<file path="src/rtl/key_scan.sv">
// key_scan: synchronised, debounced multi-key front end with an fs/fd event port.
// Define KEY_LONG_EN to build per-key hold timers and long-press classification.
module key_scan #(
    parameter int NUM_KEYS     = 4,
    parameter int DEBOUNCE_CNT = 500_000,
    parameter int LONG_CNT     = 50_000_000,
    parameter int TIMEOUT      = 50_000_000,
    localparam int ID_W        = (NUM_KEYS > 1) ? $clog2(NUM_KEYS) : 1
) (
    input  logic                clk,
    input  logic                rst_n,
    input  logic [NUM_KEYS-1:0] key,
    output logic                fs,
    input  logic                fd,
    output logic [ID_W-1:0]     key_id,
    output logic                long_press,
    output logic                drop
);

    localparam logic [31:0] DB_LAST = 32'(DEBOUNCE_CNT - 1);
    localparam logic [31:0] TO_LAST = 32'(TIMEOUT - 1);

    typedef enum logic {IDLE, WORK} state_t;

    logic [NUM_KEYS-1:0] r_sync1;
    logic [NUM_KEYS-1:0] r_sync2;
    logic [NUM_KEYS-1:0] r_stable;
    logic [NUM_KEYS-1:0] r_stable_d;
    logic [NUM_KEYS-1:0] r_pend;
    logic [31:0]         r_db_cnt [NUM_KEYS];

    logic [NUM_KEYS-1:0] w_rise;
    logic [NUM_KEYS-1:0] w_clr;
    logic                w_any;
    logic [ID_W-1:0]     w_sel;
    logic                w_sel_long;

    state_t          r_state;
    logic [31:0]     r_wait;
    logic            r_fs;
    logic [ID_W-1:0] r_key_id;
    logic            r_long;
    logic            r_drop;

    assign w_rise = r_stable & ~r_stable_d;

    // Lowest pending channel wins; its pend bit is cleared only when taken.
    always_comb begin
        w_any = 1'b0;
        w_sel = '0;
        for (int i = NUM_KEYS - 1; i >= 0; i--) begin
            if (r_pend[i]) begin
                w_any = 1'b1;
                w_sel = ID_W'(i);
            end
        end
        w_clr = '0;
        if (r_state == IDLE && w_any) begin
            w_clr[w_sel] = 1'b1;
        end
    end

    always_ff @(posedge clk) begin
        if (!rst_n) begin
            r_sync1    <= '1;
            r_sync2    <= '1;
            r_stable   <= '1;
            r_stable_d <= '1;
            r_pend     <= '0;
            for (int i = 0; i < NUM_KEYS; i++) begin
                r_db_cnt[i] <= '0;
            end
        end else begin
            r_sync1    <= key;
            r_sync2    <= r_sync1;
            r_stable_d <= r_stable;
            for (int i = 0; i < NUM_KEYS; i++) begin
                if (r_sync2[i] == r_stable[i]) begin
                    r_db_cnt[i] <= '0;
                end else if (r_db_cnt[i] == DB_LAST) begin
                    r_stable[i] <= r_sync2[i];
                    r_db_cnt[i] <= '0;
                end else begin
                    r_db_cnt[i] <= r_db_cnt[i] + 32'd1;
                end
                // A new release beats the FSM taking the old event.
                if (w_rise[i]) begin
                    r_pend[i] <= 1'b1;
                end else if (w_clr[i]) begin
                    r_pend[i] <= 1'b0;
                end
            end
        end
    end

`ifdef KEY_LONG_EN
    localparam logic [31:0] LONG_SAT = 32'(LONG_CNT);

    logic [31:0]         r_hold [NUM_KEYS];
    logic [NUM_KEYS-1:0] r_plong;
    logic [NUM_KEYS-1:0] w_fall;

    assign w_fall = ~r_stable & r_stable_d;

    always_ff @(posedge clk) begin
        if (!rst_n) begin
            r_plong <= '0;
            for (int i = 0; i < NUM_KEYS; i++) begin
                r_hold[i] <= '0;
            end
        end else begin
            for (int i = 0; i < NUM_KEYS; i++) begin
                if (w_fall[i]) begin
                    r_hold[i] <= '0;
                end else if (!r_stable[i] && r_hold[i] != LONG_SAT) begin
                    r_hold[i] <= r_hold[i] + 32'd1;
                end
                if (w_rise[i]) begin
                    r_plong[i] <= (r_hold[i] >= LONG_SAT);
                end
            end
        end
    end

    assign w_sel_long = r_plong[w_sel];
`else
    assign w_sel_long = 1'b0;
`endif

    always_ff @(posedge clk) begin
        if (!rst_n) begin
            r_state  <= IDLE;
            r_wait   <= '0;
            r_fs     <= 1'b0;
            r_key_id <= '0;
            r_long   <= 1'b0;
            r_drop   <= 1'b0;
        end else begin
            case (r_state)
                IDLE: begin
                    r_wait <= '0;
                    r_drop <= 1'b0;
                    if (w_any) begin
                        r_key_id <= w_sel;
                        r_long   <= w_sel_long;
                        r_fs     <= 1'b1;
                        r_state  <= WORK;
                    end
                end
                WORK: begin
                    r_drop <= 1'b0;
                    if (fd) begin
                        r_fs    <= 1'b0;
                        r_state <= IDLE;
                    end else if (r_wait == TO_LAST) begin
                        r_fs    <= 1'b0;
                        r_drop  <= 1'b1;
                        r_state <= IDLE;
                    end else begin
                        r_wait <= r_wait + 32'd1;
                    end
                end
                default: begin
                    r_fs    <= 1'b0;
                    r_drop  <= 1'b0;
                    r_state <= IDLE;
                end
            endcase
        end
    end

    assign fs         = r_fs;
    assign key_id     = r_key_id;
    assign long_press = r_long;
    assign drop       = r_drop;

endmodule

</file>
<file path="config.mk">
export PLATFORM = sky130hd
export DESIGN_NAME = key_scan
export DESIGN_NICKNAME = d
export VERILOG_FILES = /design/src/rtl/key_scan.sv
export SDC_FILE = /design/constraint.sdc
export NUM_CORES = 1
export LEC_CHECK = 0
export ABC_AREA = 1
export CAP_MARGIN = 10
export CORE_AREA = 3 3 164 118
export DETAILED_ROUTE_END_ITERATION = 16
export DIE_AREA = 0 0 167 121
export MAX_ROUTING_LAYER = met4
export PLACE_DENSITY = 0.86
export RECOVER_POWER = 50
export SLEW_MARGIN = 30
export SYNTH_ARGS = -nofsm -noshare
export SYNTH_HDL_FRONTEND = slang
export SYNTH_SLANG_ARGS = --single-unit
export TNS_END_PERCENT = 10
</file>
<file path="constraint.sdc">
create_clock -name clk -period 2.23 [get_ports clk]
set_input_delay 0.223 -clock clk [delete_from_list [all_inputs] [get_ports clk]]
set_output_delay 0.223 -clock clk [all_outputs]
set_load 0.01 [all_outputs]
</file>
After elaboration in Yosys (flattened, before gate mapping)
Memories as Yosys holds them, arrays and structs flattened.
Index checks and enable logic that the tools add are counted.
Word-level totals
  bits in registers: 57
  RAM bits: 128
  input port bits: 7
  output and inout bits: 5
  logic and storage cells: 159
  memories: 1
Memory list
  r_db_cnt: depth 4, width 32, rd ports 4, clocked after memory_dff 0, wr ports 4, line 30  | logic [31:0] r_db_cnt [NUM_KEYS];
Operators by class
  $add $sub $neg: 5
  order comparisons: 2
  eq/ne operators: 13
  mux-type cells: 90
  bitwise gates (word level): 19
  reductions and logical operators: 13
Operators by type and width (count)
  $mux 32: 14
  $add 32x1->32 const B: 5
  $eq 32x19->1 const B: 4
  $mux 1: 66
  $pmux 32 s2: 1
  $eq 32x26->1 const B: 1
  $reduce_and 2->1: 7
  $or 1x1->1: 12
  $mux 2: 4
  $reduce_bool 2->1: 4
  $ne 2x2->1 const B: 3
  $pmux 1 s2: 3
  $not 1->1: 5
  $and 4x4->4: 1
  $eq 1x1->1: 4
  $mux 4: 1
  $not 4->4: 1
  $lt 2x3->1 const B: 1
  $ne 3x2->1 const B: 1
  $demux 1 s2: 1
  $ge 2x1->1 const B: 1
  $logic_and 1x1->1: 2

Depth between registers and ports, before layout
Gate-level depths: netlist of run 1.
  depth after elaboration: 11
  mapped depth: 12
  gate-level depth less buffers: 12

Least setup slack after synthesis of run 1
No wires, ideal clock.
  kind: reg2reg
  start: memory r_db_cnt[0][0]
  end: memory r_db_cnt[0][17] (data pin)
  library setup time: 254 ps
  arrival: 1450 ps
  required time: 1976 ps
  setup slack: 525 ps
  stages on the path, launching flop included: 10
  path buffers: 1
  period minus slack after synthesis: 1705 ps
  cells stage by stage: edfxtp_1 > ha_1 > nand3_2 > inv_2 > nand4_1 > nor3_1 > nand2_1 > nand2_1 > buf_4 > nor2_1
RTL lines (line)
  start: declaration: 30

==> results of run 1 <==
[placed cells by master, fill, tap and decap left out, drive strengths merged]
master / synthesis / routed
a21oi: 110 / 110
buf: 21 / 19
bufinv: 0 / 3
clkbuf: 7 / 20
clkdlybuf4s50: 0 / 5
clkinv: 0 / 5
clkinvlp: 0 / 3
conb: 2 / 129
dfxtp: 57 / 57
dlygate4sd3: 0 / 5
edfxtp: 128 / 128
ha: 5 / 5
inv: 181 / 185
nand2: 425 / 425
nand3: 136 / 136
nand3b: 7 / 7
nand4: 44 / 44
nor2: 276 / 276
nor3: 61 / 61
nor3b: 2 / 2
nor4: 2 / 2
o21ai: 29 / 29
o21bai: 6 / 6
o32ai: 1 / 1
or2: 31 / 31
xnor2: 21 / 21
xor2: 24 / 24
[state kept, by name, summed over array words and instances (netlist names)]
register / flops
r_state: 1
r_stable: 4
key_id: 2
r_pend: 4
r_sync1: 4
r_stable_d: 4
r_db_cnt: 128
fs: 1
r_wait: 32
r_sync2: 4
drop: 1
[worst max-delay path, delay by kind of cell, from the launching register on]
kind	cells	cell delay (ns)
flops	1	0.39
fa+ha+maj	1	0.23
buf+inv	2	0.32
compound gates	1	0.07
simple gates	5	0.84
[cells by family after synthesis]
logic type                 Yosys count
DFF                                185
adders and majority gates            5
and+or+nand+nor                    984
other                                2
buffers and inverters              209
xor gates and xnor gates            45
AOI/OAI and AO/OA                  146
[stage by stage]
step	cell area, um^2	total power, W
2_1_floorplan	11900	0.00416
3_3_place_gp	12300	0.00426
3_5_place_dp	12300	0.00427
4_1_cts	12900	0.00736
5_1_grt	12900	0.00757
6_report	12900	0.00736
[report_power, final]
| part | internal [W] | switching [W] |
|---|---|---|
| registers | 0.00377 | 0.000120 |
| logic | 0.0000999 | 0.000226 |
| clock network | 0.00177 | 0.00137 |
| total | 0.00564 | 0.00172 |
[layer usage]
| metal | up-vias | GRT usage, % | part of all wire (%) |
|---|---|---|---|
| li1 | 5327 | - | - |
| met1 | 4940 | 46.5 | 46 |
| met2 | 570 | 43.9 | 41 |
| met3 | 48 | 8.63 | 12 |
| met4 | 0 | 6.54 | 1.2 |
| met5 | - | - | 0 |
[how the worst max path moves through the flow]
| stage | end | slack (ns) | cells past startpoint | from |
|---|---|---|---|---|
| 6_report | r_db_cnt[2][9] | 0.13 | 9 | r_db_cnt[2][0] |
| 5_1_grt | r_db_cnt[2][9] | -0.02 | 9 | r_db_cnt[2][0] |
| 4_1_cts | r_db_cnt[2][9] | 0.10 | 9 | r_db_cnt[2][0] |
| 3_5_place_dp | r_db_cnt[2][21] | 0.13 | 9 | r_db_cnt[2][0] |
| 3_3_place_gp | r_db_cnt[2][25] | 0.17 | 9 | r_db_cnt[2][0] |
| 2_1_floorplan | r_db_cnt[0][17] | 0.53 | 9 | r_db_cnt[0][0] |
[cell type report]
cell class                      count  area share, %
Clock buffer                       17           3.30
Clock inverter                     15           1.34
Inverter                          181           5.27
Multi-Input combinational cell   1309           46.9
Sequential cell                   185           38.7
Tap cell                          236           2.29
Timing Repair Buffer               32           2.27
==> results.sh, run 1 <==
export IMPL_min_period_ns=2.10
export IMPL_grtUsageTotal_pct=31.6
export IMPL_ir_worst_vdd_mv=0.409
export IMPL_fin_skew_ns=0.0169
export IMPL_dr_total_vias=10900
export IMPL_cts_max_path_buffers=2
export IMPL_tritoncts="done"
export IMPL_drt_pass1_iterations=8
export IMPL_hold_buffers=0
export IMPL_drive_above_1_share_pct=6.96
export IMPL_io_buffers=10
export IMPL_r2r_end="r_db_cnt[2][9]"
export IMPL_synth_top_area_share_pct=33.8
export IMPL_clk_latency_ns=0.44
export IMPL_numCtsBuffers=17
export IMPL_antenna_found_initial=0
export IMPL_critPathLaunchType="flop"
export IMPL_synth_seq_cells=185
export IMPL_synth_top_flop_cell="edfxtp_1"
export IMPL_first_global_vias=10200
export IMPL_crit_chain="ha_1, nand3_2, inv_1, nand4_1, nor3_2, nand2_1, nand2_1, buf_12, a21oi_1"
export IMPL_synth_adder_area_share_pct=0.549
export IMPL_die_area_um2=20200
export IMPL_worstSetupEndpointType="flop"
export IMPL_worst_pin_slew_ns=0.820
export IMPL_worst_slack_ns=0.125
export IMPL_crit_type="flop to flop"
export IMPL_hold_end="r_sync1[3]"
export IMPL_synth_xor_area_share_pct=3.46
export IMPL_core_area_um2=17900
export IMPL_dp_hpwl_um=23000
export IMPL_ctsResizeCount=0
export IMPL_slowest_delay_ns=0.39
export IMPL_final_cells=1975
export IMPL_gp_congestion=1.00
export IMPL_synthCells=1576
export IMPL_whs_path_depth=2
export IMPL_grt_ovfl_total=0
export IMPL_hold_viol=0
export IMPL_area_delta_synth_final_pct=13.2
export IMPL_setup_tns_ns=0
export IMPL_p_leak_nw=4.78
export IMPL_synthArstFlopShare_pct=0
export IMPL_cts_root_buf="clkbuf_16"
export IMPL_hold_class="input port to flop"
export IMPL_min_from="key[3]"
export IMPL_power_density_nw_per_um2=571
export IMPL_dp_cells=1943
export IMPL_synth_top_family_by_area="simple AND/OR/NAND/NOR gates"
export IMPL_whs_ns=0.346
export IMPL_seqCellArea_um2=4980
export IMPL_slew_headroom_pct=45.4
export IMPL_required_ns=2.41
export IMPL_drc=0
export IMPL_status="complete, no violations"
export IMPL_yosys_warnings=0
export IMPL_synth_enable_flop_cells=128
export IMPL_r2r_cells=9
export IMPL_yosys_top_cells_area="edfxtp_1 34%, nand2_1 14%, dfxtp_1 10%, nor2_1 8.5%, inv_1 5.9%"
export IMPL_chipWidth_um=167
export IMPL_drt_initial_drc_count=1385
export IMPL_die_h_um=121
export IMPL_synth_commonest_cells="421 x nand2_1, 258 x nor2_1, 178 x inv_1"
export IMPL_grt_first_pass_wirelength_um=50300
export IMPL_cts_sinks=185
export IMPL_yosysMostFrequentCell="nand2_1"
export IMPL_dp_slack_ns=0.127
export IMPL_nets=1738
export IMPL_cts_clk_slew_worst_paths_ns=0.07
export IMPL_max_freq_mhz=475
export IMPL_r2r_start="r_db_cnt[2][0]"
export IMPL_crit_slowest_cell="edfxtp_1"
export IMPL_n_antenna_cell=0
export IMPL_fin_crit_sh_pct=94.4
export IMPL_setup_viol=0
export IMPL_syn_avg_cell_area_um2=7.22
export IMPL_ant_nets=0
export IMPL_yosys_area_share_simple_pct=38.0
export IMPL_maxCapViolCount=0
export IMPL_synth_compound_area_share_pct=6.68
export IMPL_syn_area_um2=11400
export IMPL_row_count=41
export IMPL_crit_fanout=32
export IMPL_yosys_area_top_type="edfxtp_1"
export IMPL_multi_input_area_um2=6040
export IMPL_viasPerCell=5.51
export IMPL_synth_distinct_cells=36
export IMPL_cp_arrival_ns=2.29
export IMPL_post_cts_buffers=0
export IMPL_slew_violations=0
export IMPL_h_tree_depth=4
export IMPL_ys_seq_area_share_pct=43.8
export IMPL_ios=12
export IMPL_start_util_pct=63.6
export IMPL_ff2ff_setup_slack_ns=0.13
export IMPL_grt_start_max_net_pins=33
export IMPL_drt_wl_total_um=30200
export IMPL_final_core_util_pct=72.0
export IMPL_nFillCells=1495
export IMPL_synth_mux_area_share_pct=0
export IMPL_wl_per_cell_um=15.3
export IMPL_crit_path_frequent_cell="nand2_1"
Note: power is estimated with default switching activity, not from simulation.
==> run 2, diff against run 1 <==
--- a/config.mk
+++ b/config.mk
@@ -10,6 +10,7 @@
 export CORE_AREA = 3 3 164 118
 export DETAILED_ROUTE_END_ITERATION = 16
 export DIE_AREA = 0 0 167 121
+export GPL_ROUTABILITY_DRIVEN = 0
 export MAX_ROUTING_LAYER = met4
 export PLACE_DENSITY = 0.86
 export RECOVER_POWER = 50
==> run 2 against run 1 <==
Effect of this change: sequential power barely moved; critical endpoint is now r_sync1[0]; register-to-register slack improved by 0.04 ns; die area stayed put; utilization shrank 0.33 points; critical path depth shrank 4; clock power rose by 1%; non-clock buffer count is 8 lower; worst setup slack got worse by 0.0049 ns; routed wire length shrank 7.0%.
==> results.sh, run 2 (synthesis results as in run 1) <==
export IMPL_status="complete, no violations"
export IMPL_clk_latency_ns=0.45
export IMPL_viasPerCell=5.54
export IMPL_drc=0
export IMPL_post_cts_buffers=0
export IMPL_ios=12
export IMPL_worst_pin_slew_ns=0.890
export IMPL_io_buffers=10
export IMPL_seqPwrFrac_pct=52.8
export IMPL_drt_initial_drc_count=1590
export IMPL_ant_nets=0
export IMPL_top_usage_layer="met2"
export IMPL_die_area_um2=20200
export IMPL_critPathLaunchType="input port"
export IMPL_setup_tns_ns=0
export IMPL_r2r_cells=9
export IMPL_final_cells=1967
export IMPL_numCtsBuffers=17
export IMPL_crit_slowest_cell="clkbuf_1"
export IMPL_n_antenna_cell=0
export IMPL_pwr_share_comb_pct=4.2
export IMPL_grt_use_met1_pct=40.1
export IMPL_first_global_vias=10100
export IMPL_hold_class="input port to flop"
export IMPL_grt_ovfl_total=0
export IMPL_cts_max_path_buffers=2
export IMPL_core_area_um2=17900
export IMPL_grt_start_max_net_pins=33
export IMPL_crit_fanout=18
export IMPL_fin_crit_sh_pct=94.6
export IMPL_drive_above_1_share_pct=6.18
export IMPL_cts_sinks=185
export IMPL_r2r_start="r_wait[0]"
export IMPL_gr_usage_met3_pct=6.94
export IMPL_ir_worst_vdd_mv=0.438
export IMPL_max_freq_mhz=474
export IMPL_grtUsageTotal_pct=28.9
export IMPL_met2_usage_pct=42.7
export IMPL_slew_headroom_pct=40.7
export IMPL_cp_arrival_ns=2.44
export IMPL_r2r_end="r_wait[30]"
export IMPL_switchingPower_w=0.00167
export IMPL_tritoncts="done"
export IMPL_worstSetupEndpointType="flop"
export IMPL_slew_violations=0
export IMPL_chipWidth_um=167
export IMPL_cts_root_buf="clkbuf_16"
export IMPL_final_core_util_pct=71.7
export IMPL_drt_wl_total_um=28100
export IMPL_p_int_w=0.00571
export IMPL_maxCapViolCount=0
export IMPL_dr_total_vias=10900
export IMPL_whs_path_depth=2
export IMPL_die_h_um=121
export IMPL_start_util_pct=63.6
export IMPL_hold_buffers=0
export IMPL_whs_ns=0.338
export IMPL_layout_commonest_cell="nand2_1"
export IMPL_wl_per_cell_um=14.3
export IMPL_antenna_found_initial=0
export IMPL_dp_hpwl_um=20700
export IMPL_row_count=41
export IMPL_critPathTopFamily="buffers and inverters"
export IMPL_h_tree_depth=4
export IMPL_ff2ff_setup_slack_ns=0.17
export IMPL_power_density_nw_per_um2=575
export IMPL_crit_chain="dlygate4sd3_1, clkbuf_1, inv_1, buf_4, or2_2"
export IMPL_min_from="key[3]"
export IMPL_swShare_pct=22.7
export IMPL_rsz0062_at_grt="false"
export IMPL_drt_pass1_iterations=8
export IMPL_largest_reg_flops=128
export IMPL_nFillCells=1412
export IMPL_area_delta_synth_final_pct=12.7
export IMPL_fin_skew_ns=0.0128
export IMPL_hold_end="r_sync1[3]"
export IMPL_min_period_ns=2.11
export IMPL_grt_first_pass_wirelength_um=46700
export IMPL_nets=1730
export IMPL_ctsResizeCount=0
export IMPL_reg_largest_list="r_db_cnt: 128 flops, r_wait: 32 flops"
export IMPL_mostFrequentLayoutCells="421 x nand2_1, 259 x nor2_1, 178 x inv_1"
export IMPL_required_ns=2.56
export IMPL_dp_cells=1935
export IMPL_regMostFlops="r_db_cnt"
export IMPL_p_leak_nw=4.75
export IMPL_hold_viol=0
export IMPL_crit_buf_inv=4
export IMPL_crit_type="input port to flop"
export IMPL_slowest_delay_ns=0.67
export IMPL_clkPwrFrac_pct=43.0
export IMPL_cts_clk_slew_worst_paths_ns=0.07
export IMPL_setup_viol=0
-- run 2: worst max path at each step --
stage / start / endpoint / slack [ns] / depth (start not counted)
global placement: r_db_cnt[3][0] / r_db_cnt[3][18] / 0.31 / 9
global route: r_db_cnt[3][0] / r_db_cnt[3][21] / 0.01 / 9
finish: rst_n / r_sync1[0] / 0.12 / 5
detailed placement: r_db_cnt[0][0] / r_db_cnt[0][15] / 0.24 / 9
floorplan: r_db_cnt[0][0] / r_db_cnt[0][17] / 0.53 / 9
CTS: r_db_cnt[0][0] / r_db_cnt[0][10] / 0.21 / 9
-- run 2: layout make-up --
class	instances	area (um^2)	share of cell area, %
inverter	181	679	5.29
sequential	185	4980	38.8
multi-input combinational	1309	6020	46.9
timing repair buffer	24	235	1.83
tap	236	295	2.30
clock buffer	24	547	4.26
clock inverter	8	76.3	0.595
-- run 2: power groups by stage --
| stage | combinational [W] | clock, W | sequential [W] |
|---|---|---|---|
| after floorplan | 0.000237 | 0 | 0.00392 |
| after global placement | 0.000289 | 0 | 0.00396 |
| after detailed placement | 0.000295 | 0 | 0.00396 |
| after CTS | 0.000299 | 0.00319 | 0.00389 |
| after global routing | 0.000352 | 0.00334 | 0.00390 |
| final | 0.000310 | 0.00318 | 0.00389 |
-- run 2: metrics by stage --
| step | area [um^2] | power (W) | worst slack, ns |
|---|---|---|---|
| floorplan | 11900 | 0.00416 | 0.525 |
| global placement | 12200 | 0.00424 | 0.310 |
| detailed placement | 12200 | 0.00426 | 0.238 |
| CTS | 12900 | 0.00738 | 0.207 |
| global route | 12800 | 0.00759 | 0.0135 |
| finish | 12800 | 0.00738 | 0.120 |
-- run 2: routing by layer --
| metal | part of all wire, % | routed length [um] |
|---|---|---|
| met1 | 44 | 12400 |
| met2 | 43 | 12000 |
| met3 | 11 | 3130 |
| met4 | 1.9 | 539 |
| met5 | 0 | 0 |
